==> config.mk <==
export PLATFORM = sky130hd
export DESIGN_NAME = alu_issue_stage
export DESIGN_NICKNAME = d
export VERILOG_FILES = /design/src/rtl/alu_pkg.sv /design/src/rtl/alu_issue_decode.sv /design/src/rtl/alu_issue_stage.sv
export SDC_FILE = /design/constraint.sdc
export NUM_CORES = 1
export LEC_CHECK = 0
export ABC_AREA = 0
export BUFFER_PORTS_ARGS = -buffer_cell sky130_fd_sc_hd__buf_2
export CAP_MARGIN = 0
export CORE_MARGIN = 4
export CORE_UTILIZATION = 54
export CTS_CLUSTER_DIAMETER = 30
export DETAILED_ROUTE_END_ITERATION = 16
export PLACE_DENSITY = 0.83
export SLEW_MARGIN = 0
export SYNTH_ARGS = -nofsm -noshare
export SYNTH_HDL_FRONTEND = slang
export SYNTH_SLANG_ARGS = --single-unit
export TNS_END_PERCENT = 20
==> constraint.sdc <==
create_clock -name clk -period 4.9 [get_ports clk]
set_clock_uncertainty 0.15 [all_clocks]
set_input_delay 0.245 -clock clk [delete_from_list [all_inputs] [get_ports clk]]
set_output_delay 0.245 -clock clk [all_outputs]
set_load 0.1 [all_outputs]
==> src/rtl/alu_pkg.sv <==
`default_nettype none
// +----------------------------------------------------------------------------+
// | alu_pkg                                                                    |
// | ALU opcode encoding, RV32I decode constants and the issue bundle type.     |
// | Revision: 1.0                                                              |
// +----------------------------------------------------------------------------+
package alu_pkg;

  localparam int ALU_XLEN = 32;

  typedef enum logic [3:0] {
    ALU_ADD  = 4'b0000,
    ALU_SUB  = 4'b0001,
    ALU_SLT  = 4'b0010,
    ALU_SLTU = 4'b0011,
    ALU_XOR  = 4'b0100,
    ALU_OR   = 4'b0101,
    ALU_AND  = 4'b0110,
    ALU_SLL  = 4'b0111,
    ALU_SRL  = 4'b1000,
    ALU_SRA  = 4'b1001
  } alu_op_e;

  localparam logic [6:0] OPC_OP     = 7'b0110011;
  localparam logic [6:0] OPC_OP_IMM = 7'b0010011;
  localparam logic [6:0] OPC_LUI    = 7'b0110111;
  localparam logic [6:0] OPC_AUIPC  = 7'b0010111;

  localparam logic [2:0] F3_ADD  = 3'b000;
  localparam logic [2:0] F3_SLL  = 3'b001;
  localparam logic [2:0] F3_SLT  = 3'b010;
  localparam logic [2:0] F3_SLTU = 3'b011;
  localparam logic [2:0] F3_XOR  = 3'b100;
  localparam logic [2:0] F3_SR   = 3'b101;
  localparam logic [2:0] F3_OR   = 3'b110;
  localparam logic [2:0] F3_AND  = 3'b111;

  localparam logic [6:0] F7_ZERO = 7'b0000000;
  localparam logic [6:0] F7_ALT  = 7'b0100000;

  typedef struct packed {
    logic [ALU_XLEN-1:0] a;
    logic [ALU_XLEN-1:0] b;
    alu_op_e             op;
    logic [4:0]          rd;
    logic                rd_we;
    logic                illegal;
  } issue_bundle_t;

endpackage
`default_nettype wire

==> src/rtl/alu_issue_decode.sv <==
`default_nettype none
// +----------------------------------------------------------------------------+
// | alu_issue_decode                                                           |
// | Combinational RV32I OP/OP-IMM/LUI/AUIPC decode into an ALU issue bundle.   |
// | Revision: 1.0                                                              |
// +----------------------------------------------------------------------------+
module alu_issue_decode
  import alu_pkg::*;
(
  input  logic [31:0]   i_instr,
  input  logic [31:0]   i_pc,
  input  logic [31:0]   i_rs1_data,
  input  logic [31:0]   i_rs2_data,
  output issue_bundle_t o_bundle
);

  logic [6:0] w_opcode;
  logic [2:0] w_funct3;
  logic [6:0] w_funct7;
  logic       w_legal;

  assign w_opcode = i_instr[6:0];
  assign w_funct3 = i_instr[14:12];
  assign w_funct7 = i_instr[31:25];

  always_comb begin
    o_bundle    = '0;
    o_bundle.rd = i_instr[11:7];
    w_legal     = 1'b1;
    case (w_opcode)
      OPC_OP: begin
        o_bundle.a = i_rs1_data;
        o_bundle.b = i_rs2_data;
        w_legal    = (w_funct7 == F7_ZERO) ||
                     ((w_funct7 == F7_ALT) && ((w_funct3 == F3_ADD) || (w_funct3 == F3_SR)));
        case (w_funct3)
          F3_ADD:  o_bundle.op = (w_funct7 == F7_ALT) ? ALU_SUB : ALU_ADD;
          F3_SLL:  o_bundle.op = ALU_SLL;
          F3_SLT:  o_bundle.op = ALU_SLT;
          F3_SLTU: o_bundle.op = ALU_SLTU;
          F3_XOR:  o_bundle.op = ALU_XOR;
          F3_SR:   o_bundle.op = (w_funct7 == F7_ALT) ? ALU_SRA : ALU_SRL;
          F3_OR:   o_bundle.op = ALU_OR;
          default: o_bundle.op = ALU_AND;
        endcase
      end
      OPC_OP_IMM: begin
        o_bundle.a = i_rs1_data;
        o_bundle.b = {{20{i_instr[31]}}, i_instr[31:20]};
        case (w_funct3)
          F3_ADD:  o_bundle.op = ALU_ADD;
          F3_SLT:  o_bundle.op = ALU_SLT;
          F3_SLTU: o_bundle.op = ALU_SLTU;
          F3_XOR:  o_bundle.op = ALU_XOR;
          F3_OR:   o_bundle.op = ALU_OR;
          F3_AND:  o_bundle.op = ALU_AND;
          F3_SLL: begin
            o_bundle.op = ALU_SLL;
            o_bundle.b  = {27'b0, i_instr[24:20]};
            w_legal     = (w_funct7 == F7_ZERO);
          end
          default: begin
            o_bundle.op = (w_funct7 == F7_ALT) ? ALU_SRA : ALU_SRL;
            o_bundle.b  = {27'b0, i_instr[24:20]};
            w_legal     = (w_funct7 == F7_ZERO) || (w_funct7 == F7_ALT);
          end
        endcase
      end
      OPC_LUI: begin
        o_bundle.b = {i_instr[31:12], 12'b0};
      end
      OPC_AUIPC: begin
        o_bundle.a = i_pc;
        o_bundle.b = {i_instr[31:12], 12'b0};
      end
      default: w_legal = 1'b0;
    endcase

    // Illegal words still issue, but as a harmless ADD 0,0 with no write-back.
    if (!w_legal) begin
      o_bundle         = '0;
      o_bundle.rd      = i_instr[11:7];
      o_bundle.illegal = 1'b1;
    end
    o_bundle.rd_we = w_legal && (i_instr[11:7] != 5'd0);
  end

endmodule
`default_nettype wire

==> src/rtl/alu_issue_stage.sv <==
`default_nettype none
// +----------------------------------------------------------------------------+
// | alu_issue_stage                                                            |
// | Registered ALU issue stage with skid buffer; stats via ALU_ISSUE_STATS_EN. |
// | Revision: 1.0                                                              |
// +----------------------------------------------------------------------------+
module alu_issue_stage
  import alu_pkg::*;
#(
  parameter int XLEN   = 32,
  parameter int STAT_W = 16
)
(
  input  logic              clk,
  input  logic              rst_n,
  input  logic              in_valid,
  output logic              in_ready,
  input  logic [31:0]       in_instr,
  input  logic [31:0]       in_pc,
  input  logic [31:0]       in_rs1_data,
  input  logic [31:0]       in_rs2_data,
  output logic              out_valid,
  input  logic              out_ready,
  output logic [XLEN-1:0]   operand_a,
  output logic [XLEN-1:0]   operand_b,
  output logic [3:0]        alu_op,
  output logic [4:0]        rd_addr,
  output logic              rd_we,
  output logic              illegal,
  output logic [STAT_W-1:0] stat_issued,
  output logic [STAT_W-1:0] stat_illegal
);

  issue_bundle_t w_dec;
  issue_bundle_t r_out;
  issue_bundle_t r_skid;
  logic          r_out_valid;
  logic          r_in_ready;   // low exactly when the skid entry is occupied
  logic          w_in_xfer;
  logic          w_out_xfer;

  alu_issue_decode u_decode (
    .i_instr    (in_instr),
    .i_pc       (in_pc),
    .i_rs1_data (in_rs1_data),
    .i_rs2_data (in_rs2_data),
    .o_bundle   (w_dec)
  );

  assign w_in_xfer  = in_valid && r_in_ready;
  assign w_out_xfer = r_out_valid && out_ready;

  always_ff @(posedge clk or negedge rst_n) begin
    if (!rst_n) begin
      r_out       <= '0;
      r_skid      <= '0;
      r_out_valid <= 1'b0;
      r_in_ready  <= 1'b1;
    end else if (w_out_xfer || !r_out_valid) begin
      if (!r_in_ready) begin
        r_out       <= r_skid;
        r_out_valid <= 1'b1;
        r_in_ready  <= 1'b1;
      end else if (w_in_xfer) begin
        r_out       <= w_dec;
        r_out_valid <= 1'b1;
      end else begin
        r_out_valid <= 1'b0;
      end
    end else if (w_in_xfer) begin
      r_skid     <= w_dec;
      r_in_ready <= 1'b0;
    end
  end

  assign in_ready  = r_in_ready;
  assign out_valid = r_out_valid;
  assign operand_a = r_out.a;
  assign operand_b = r_out.b;
  assign alu_op    = r_out.op;
  assign rd_addr   = r_out.rd;
  assign rd_we     = r_out.rd_we;
  assign illegal   = r_out.illegal;

`ifdef ALU_ISSUE_STATS_EN
  logic [STAT_W-1:0] r_stat_issued;
  logic [STAT_W-1:0] r_stat_illegal;

  always_ff @(posedge clk or negedge rst_n) begin
    if (!rst_n) begin
      r_stat_issued  <= '0;
      r_stat_illegal <= '0;
    end else if (w_out_xfer) begin
      if (r_stat_issued != '1) r_stat_issued <= r_stat_issued + 1'b1;
      if (r_out.illegal && (r_stat_illegal != '1)) r_stat_illegal <= r_stat_illegal + 1'b1;
    end
  end

  assign stat_issued  = r_stat_issued;
  assign stat_illegal = r_stat_illegal;
`else
  assign stat_issued  = '0;
  assign stat_illegal = '0;
`endif

endmodule
`default_nettype wire

==> results.sh, run 1 <==
export IMPL_status="finished, final reports clean"
export IMPL_final_cell_mix="buf_2 (207), nand2_1 (178), dfrtp_1 (151)"
export IMPL_antenna_found_initial=0
export IMPL_fin_nets=1146
export IMPL_grt_pass1_wl_mm=34.0
export IMPL_fin_cells=1211
export IMPL_dieArea_sq_mm=0.0167
export IMPL_synth_top_family_by_area="compound AO/OA/AOI/OAI gates"
export IMPL_initial_core_util=0.547
export IMPL_cts_resized=0
export IMPL_hpwl_mm=14.0
export IMPL_wl_met2_mm=10.2
export IMPL_r2r_slack_ns=1.86
export IMPL_crit_arrival_ns=3.15
export IMPL_port_buffers=208
export IMPL_postSynth_asyncResetShare=1.00
export IMPL_cts_root_buffer="clkbuf_16"
export IMPL_rr_worst_depth=5
export IMPL_insertedDiodeCount=0
export IMPL_crit_chain="nor2b_1, nor2_1, nand2_1, or3b_4, o21ai_0"
export IMPL_final_common_cell="buf_2"
export IMPL_hold_buffers=11
export IMPL_synth_xor_area_frac=0.00221
export IMPL_routed_wl_mm=21.6
export IMPL_worst_path_max_fanout=53
export IMPL_postSynthAreaPerCell_sq_um=9.43
export IMPL_setup_ws_ns=1.86
export IMPL_cts_tree="built"
export IMPL_placed_area_sq_mm=0.00880
export IMPL_power_density_mw_per_mm2=326
export IMPL_ioPinCount=241
export IMPL_grt_pass1_vias=6575
export IMPL_maxSlewHeadroom=0.187
export IMPL_cap_violations=0
export IMPL_slowest_delay_ns=0.96
export IMPL_multiInputGateArea_sq_mm=0.00363
export IMPL_synth_edff_count=0
export IMPL_ys_types=45
export IMPL_synthSimpleGateAreaFrac=0.171
export IMPL_drtIter0Drc=567
export IMPL_ant_nets=0
export IMPL_yosys_most_used_dff="dfrtp_1"
export IMPL_grt_usage=0.258
export IMPL_cts_made_buffers=17
export IMPL_post_route_min_period_ns=3.04
export IMPL_wl_met1_mm=9.11
export IMPL_drc_errors=0
export IMPL_fin_util=0.653
export IMPL_ys_seq_area_frac=0.480
export IMPL_dp_cells=1168
export IMPL_post_cts_buffers=0
export IMPL_maxSlewViolCount=0
export IMPL_grt_max_degree=82
export IMPL_synthAdderAreaFrac=0.00126
export IMPL_fp_dieH_um=129
export IMPL_wl_per_cell_um=17.8
export IMPL_tightest_slew_ns=1.22
export IMPL_design_area_sq_mm=0.00946
export IMPL_post_route_period_util=0.621
export IMPL_die_x_um=129
export IMPL_place_gp_congestion=0.857
export IMPL_ir_drop_mv=0.281
export IMPL_rsz0062_at_grt="no"
export IMPL_wl_met3_mm=1.72
export IMPL_cp_data_required_time_ns=5.01
export IMPL_layout_drive_gt1_share=0.312
export IMPL_start_kind="flop"
export IMPL_setup_violations_final=0
export IMPL_numClockSinks=152
export IMPL_place_ws_ns=1.82
export IMPL_htreeDepth=4
export IMPL_end_kind="flop"
export IMPL_regArea_sq_mm=0.00381
export IMPL_synth_compound_area_frac=0.241
export IMPL_fillers=1233
export IMPL_row_count=44
export IMPL_clk_latency_ns=0.42
export IMPL_timing_worst_setup_path_type="reg2reg"
export IMPL_overflow=0
export IMPL_firstDrtPassIters=5
export IMPL_yosys_warnings=0
export IMPL_top_layer="met4"
export IMPL_finalHoldViolations=0
export IMPL_syn_to_final_growth_pct=19.4
export IMPL_vias=6977
export IMPL_crit_path_top_delay_cell="or3b_4"
export IMPL_vias_per_cell=5.76
export IMPL_holdPathStages=3
export IMPL_synth_area_sq_mm=0.00792
export IMPL_synth_seq_cells=152
export IMPL_syn_inst=840
export IMPL_clk_path_buf_depth=2
export IMPL_setup_tns_ns=0
export IMPL_p_leak_nw=4.47
export IMPL_clkTransAtPathRegs_ns=0.06
export IMPL_synthMuxAreaShare=0.0232
export IMPL_timing_fmax_ghz=0.328
export IMPL_hp_class="in2reg"
export IMPL_core_area_sq_mm=0.0145
-- metrics by stage --
stage               hold WS [ns]  power (mW)
global placement          0.0437        1.86
detailed placement        0.0424        1.87
CTS                      0.00202        3.09
floorplan                 -0.201        1.73
global route              0.0253        3.19
finish                    0.0268        3.08
-- cell usage after synthesis (2+ instances only) --
master    number  area (sq um)
a21oi_1       72           360
a22o_1        30           263
and2_1         2          12.5
buf_12         5           100
buf_2          9          45.0
buf_4         34           255
clkbuf_1      56           210
dfrtp_1      151          3780
inv_1          2          7.51
mux2_2        11           124
mux2i_1        6          60.1
nand2_1      179           672
nand2b_1       6          37.5
nand3_1        5          25.0
nor2_1         4          15.0
nor2b_1        2          12.5
nor3b_1       69           518
o21ai_0       50           250
o21ai_1       17          85.1
o21ai_2       51           447
o31ai_1       55           413
-- final timing paths --
| kind | startpoint | to |
|---|---|---|
| worst max-delay path | in_ready | operand_b[18] |
| worst min-delay path | in_instr[14] | r_skid[10] |
| worst max register to register | in_ready | operand_b[18] |
| worst min register to register | r_skid[23] | r_skid[23] |
| max in group asynchronous | rst_n | r_skid[5] |
| min in group asynchronous | rst_n | operand_b[4] |
-- cell families (layout without fill, tap and decap cells) --
family / after synthesis / in the layout
and+or+nand+nor: 274 / 274
DFF: 152 / 152
buffers and inverters: 108 / 264
adders and majority gates: 1 / 1
muxes: 17 / 17
other: 1 / 32
AOI/OAI and AO/OA: 285 / 285
xor gates and xnor gates: 2 / 2
-- critical path: cells and delay by family, from the launching register on --
kind            cells  cell delay, ns
simple gates        4            1.73
compound gates      1            0.21
flops               1            0.76
-- routing by layer --
layer / global-route usage / up-vias
met2: 0.407 / 307
met3: 0.0519 / 39
met1: 0.356 / 3356
met5: 0 / -
met4: 0.0964 / 0
li1: - / 3275
-- layout make-up --
cell class | count | share of cell area
Timing Repair Buffer | 229 | 0.130
Tap cell | 184 | 0.0243
Sequential cell | 152 | 0.403
Clock inverter | 8 | 0.00767
Inverter | 3 | 0.00119
Multi-Input combinational cell | 611 | 0.384
Clock buffer | 24 | 0.0499
-- flip-flops by register name (all words and copies together), names as in the netlist, 4 cells and up --
register	cells
alu_op	4
r_skid	75
rd_addr	5
operand_a	32
operand_b	32
-- where the power goes --
| part | internal, mW | leakage, nW | switching [mW] | total [mW] |
|---|---|---|---|---|
| clock | 0.722 | 0.272 | 0.501 | 1.22 |
| sequential | 1.28 | 2.09 | 0.0201 | 1.31 |
| combinational | 0.119 | 2.11 | 0.435 | 0.554 |
Note: power is estimated with default switching activity, not from simulation.
==> inputs of run 2 (changes only) <==
--- a/config.mk
+++ b/config.mk
@@ -9,10 +9,10 @@
 export BUFFER_PORTS_ARGS = -buffer_cell sky130_fd_sc_hd__buf_2
 export CAP_MARGIN = 0
 export CORE_MARGIN = 4
-export CORE_UTILIZATION = 54
+export CORE_UTILIZATION = 47
 export CTS_CLUSTER_DIAMETER = 30
 export DETAILED_ROUTE_END_ITERATION = 16
-export PLACE_DENSITY = 0.83
+export PLACE_DENSITY = 0.77
 export SLEW_MARGIN = 0
 export SYNTH_ARGS = -nofsm -noshare
 export SYNTH_HDL_FRONTEND = slang
==> constraint.sdc (replaced) <==
create_clock -name clk -period 2.4 [get_ports clk]
set_clock_uncertainty 0.15 [all_clocks]
set_input_delay 0.12 -clock clk [delete_from_list [all_inputs] [get_ports clk]]
set_output_delay 0.12 -clock clk [all_outputs]
set_load 0.1 [all_outputs]
==> results.sh, run 2 (synthesis results as in run 1) <==
export IMPL_status="finished, final reports clean"
export IMPL_r2r_slack_ns=0.34
export IMPL_timing_worst_setup_path_type="in2reg"
export IMPL_finalHoldViolations=0
export IMPL_grt_usage=0.261
export IMPL_wl_per_cell_um=18.1
export IMPL_rsz0062_at_grt="no"
export IMPL_hp_class="in2reg"
export IMPL_clkTransAtPathRegs_ns=0.06
export IMPL_setup_tns_ns=0
export IMPL_post_route_min_period_ns=2.20
export IMPL_grt_max_degree=59
export IMPL_crit_arrival_ns=2.34
export IMPL_row_count=47
export IMPL_hold_slack_ns=0.0134
export IMPL_power_density_mw_per_mm2=642
export IMPL_place_ws_ns=0.230
export IMPL_cap_violations=0
export IMPL_cts_resized=0
export IMPL_firstDrtPassIters=5
export IMPL_start_kind="input port"
export IMPL_maxSlewHeadroom=0.545
export IMPL_ir_drop_mv=0.500
export IMPL_routed_wl_mm=24.6
export IMPL_largest_register="r_skid"
export IMPL_dieArea_sq_mm=0.0190
export IMPL_post_route_period_util=0.918
export IMPL_ioPinCount=241
export IMPL_p_leak_nw=5.04
export IMPL_syn_to_final_growth_pct=35.6
export IMPL_drtIter0Drc=633
export IMPL_cts_tree="built"
export IMPL_setup_ws_ns=0.197
export IMPL_port_buffers=208
export IMPL_cts_root_buffer="clkbuf_16"
export IMPL_post_cts_buffers=0
export IMPL_setup_violations_final=0
export IMPL_die_x_um=138
export IMPL_vias=7531
export IMPL_fin_nets=1258
export IMPL_total_power_mw=6.90
export IMPL_timing_fmax_ghz=0.454
export IMPL_dp_cells=1221
export IMPL_place_gp_congestion=0.891
export IMPL_vias_per_cell=5.54
export IMPL_layout_drive_gt1_share=0.300
export IMPL_initial_core_util=0.480
export IMPL_largest_register_ffs=75
export IMPL_final_common_cell="buf_2"
export IMPL_end_kind="flop"
export IMPL_final_cell_mix="buf_2 (207), nand2_1 (178), dfrtp_1 (150)"
export IMPL_grt_pass1_vias=7503
export IMPL_drc_errors=0
export IMPL_maxSlewViolCount=0
export IMPL_clk_latency_ns=0.43
export IMPL_hold_buffers=106
export IMPL_clk_path_buf_depth=2
export IMPL_numClockSinks=152
export IMPL_cp_data_required_time_ns=2.53
export IMPL_ant_nets=0
export IMPL_cts_made_buffers=17
export IMPL_hpwl_mm=15.5
export IMPL_fin_cells=1360
export IMPL_core_area_sq_mm=0.0165
export IMPL_grt_pass1_wl_mm=38.6
export IMPL_htreeDepth=4
export IMPL_worst_path_max_fanout=26
export IMPL_antenna_found_initial=1
export IMPL_overflow=0
export IMPL_fp_dieH_um=138
export IMPL_tightest_slew_ns=0.675
run 2: cell count changes in the layout (fill, tap and decap cells not counted), moves of 2 or more:
cell           change
buf_12             +5
buf_4             +12
clkinvlp_4         +2
clkbuf_1           -4
clkinv_2           -2
dlygate4sd3_1     +95
inv_6              +2
bufinv_16          +3
clkinv_4           -2
run 2: stage by stage:
step,instance area (sq um),util
final,10700,0.650
after global routing,10700,0.650
after CTS,10700,0.650
after detailed placement,9040,0.547
after global placement,9040,0.547
after floorplan,8040,-
run 2: worst max-delay path: stages:
cell	delay, ns
dlygate4sd3_1	0.54
buf_2	0.17
xor2_1	0.22
o21ai_0	0.12
a311o_1	0.35
or3b_4	0.24
buf_4	0.39
o21ai_0	0.17
run 2: layer usage:
layer | up-vias | global-route usage | wire (um)
met5 | - | 0 | 0
met4 | 0 | 0.119 | 844
met3 | 58 | 0.0581 | 1740
met2 | 340 | 0.430 | 11900
met1 | 3636 | 0.330 | 10100
li1 | 3497 | - | -
run 2: final cells by class:
cell class                 count  area (sq um)
clock buffer                  21           470
fill                        1369          5780
tap                          220           275
clock inverter                11           168
sequential                   152          3810
multi-input combinational    611          3630
timing repair buffer         341          2370
inverter                       3          11.3
antenna                        1          2.50
run 2: final timing paths:
check | cells after the start | start | end
worst max-delay path | 8 | in_instr[14] | operand_b[18]
worst max register to register | 6 | in_ready | operand_b[18]
worst min register to register | 2 | r_skid[59] | r_skid[59]
min in group asynchronous | 2 | rst_n | operand_b[5]
max in group asynchronous | 3 | rst_n | operand_a[2]
worst min-delay path | 5 | in_rs2_data[30] | operand_b[30]
run 2: report_power, final:
| part | switching (mW) | internal [mW] | total [mW] |
|---|---|---|---|
| Combinational | 0.945 | 0.396 | 1.34 |
| Clock | 1.08 | 1.83 | 2.91 |
| Sequential | 0.0303 | 2.62 | 2.65 |
| Total | 2.06 | 4.84 | 6.90 |
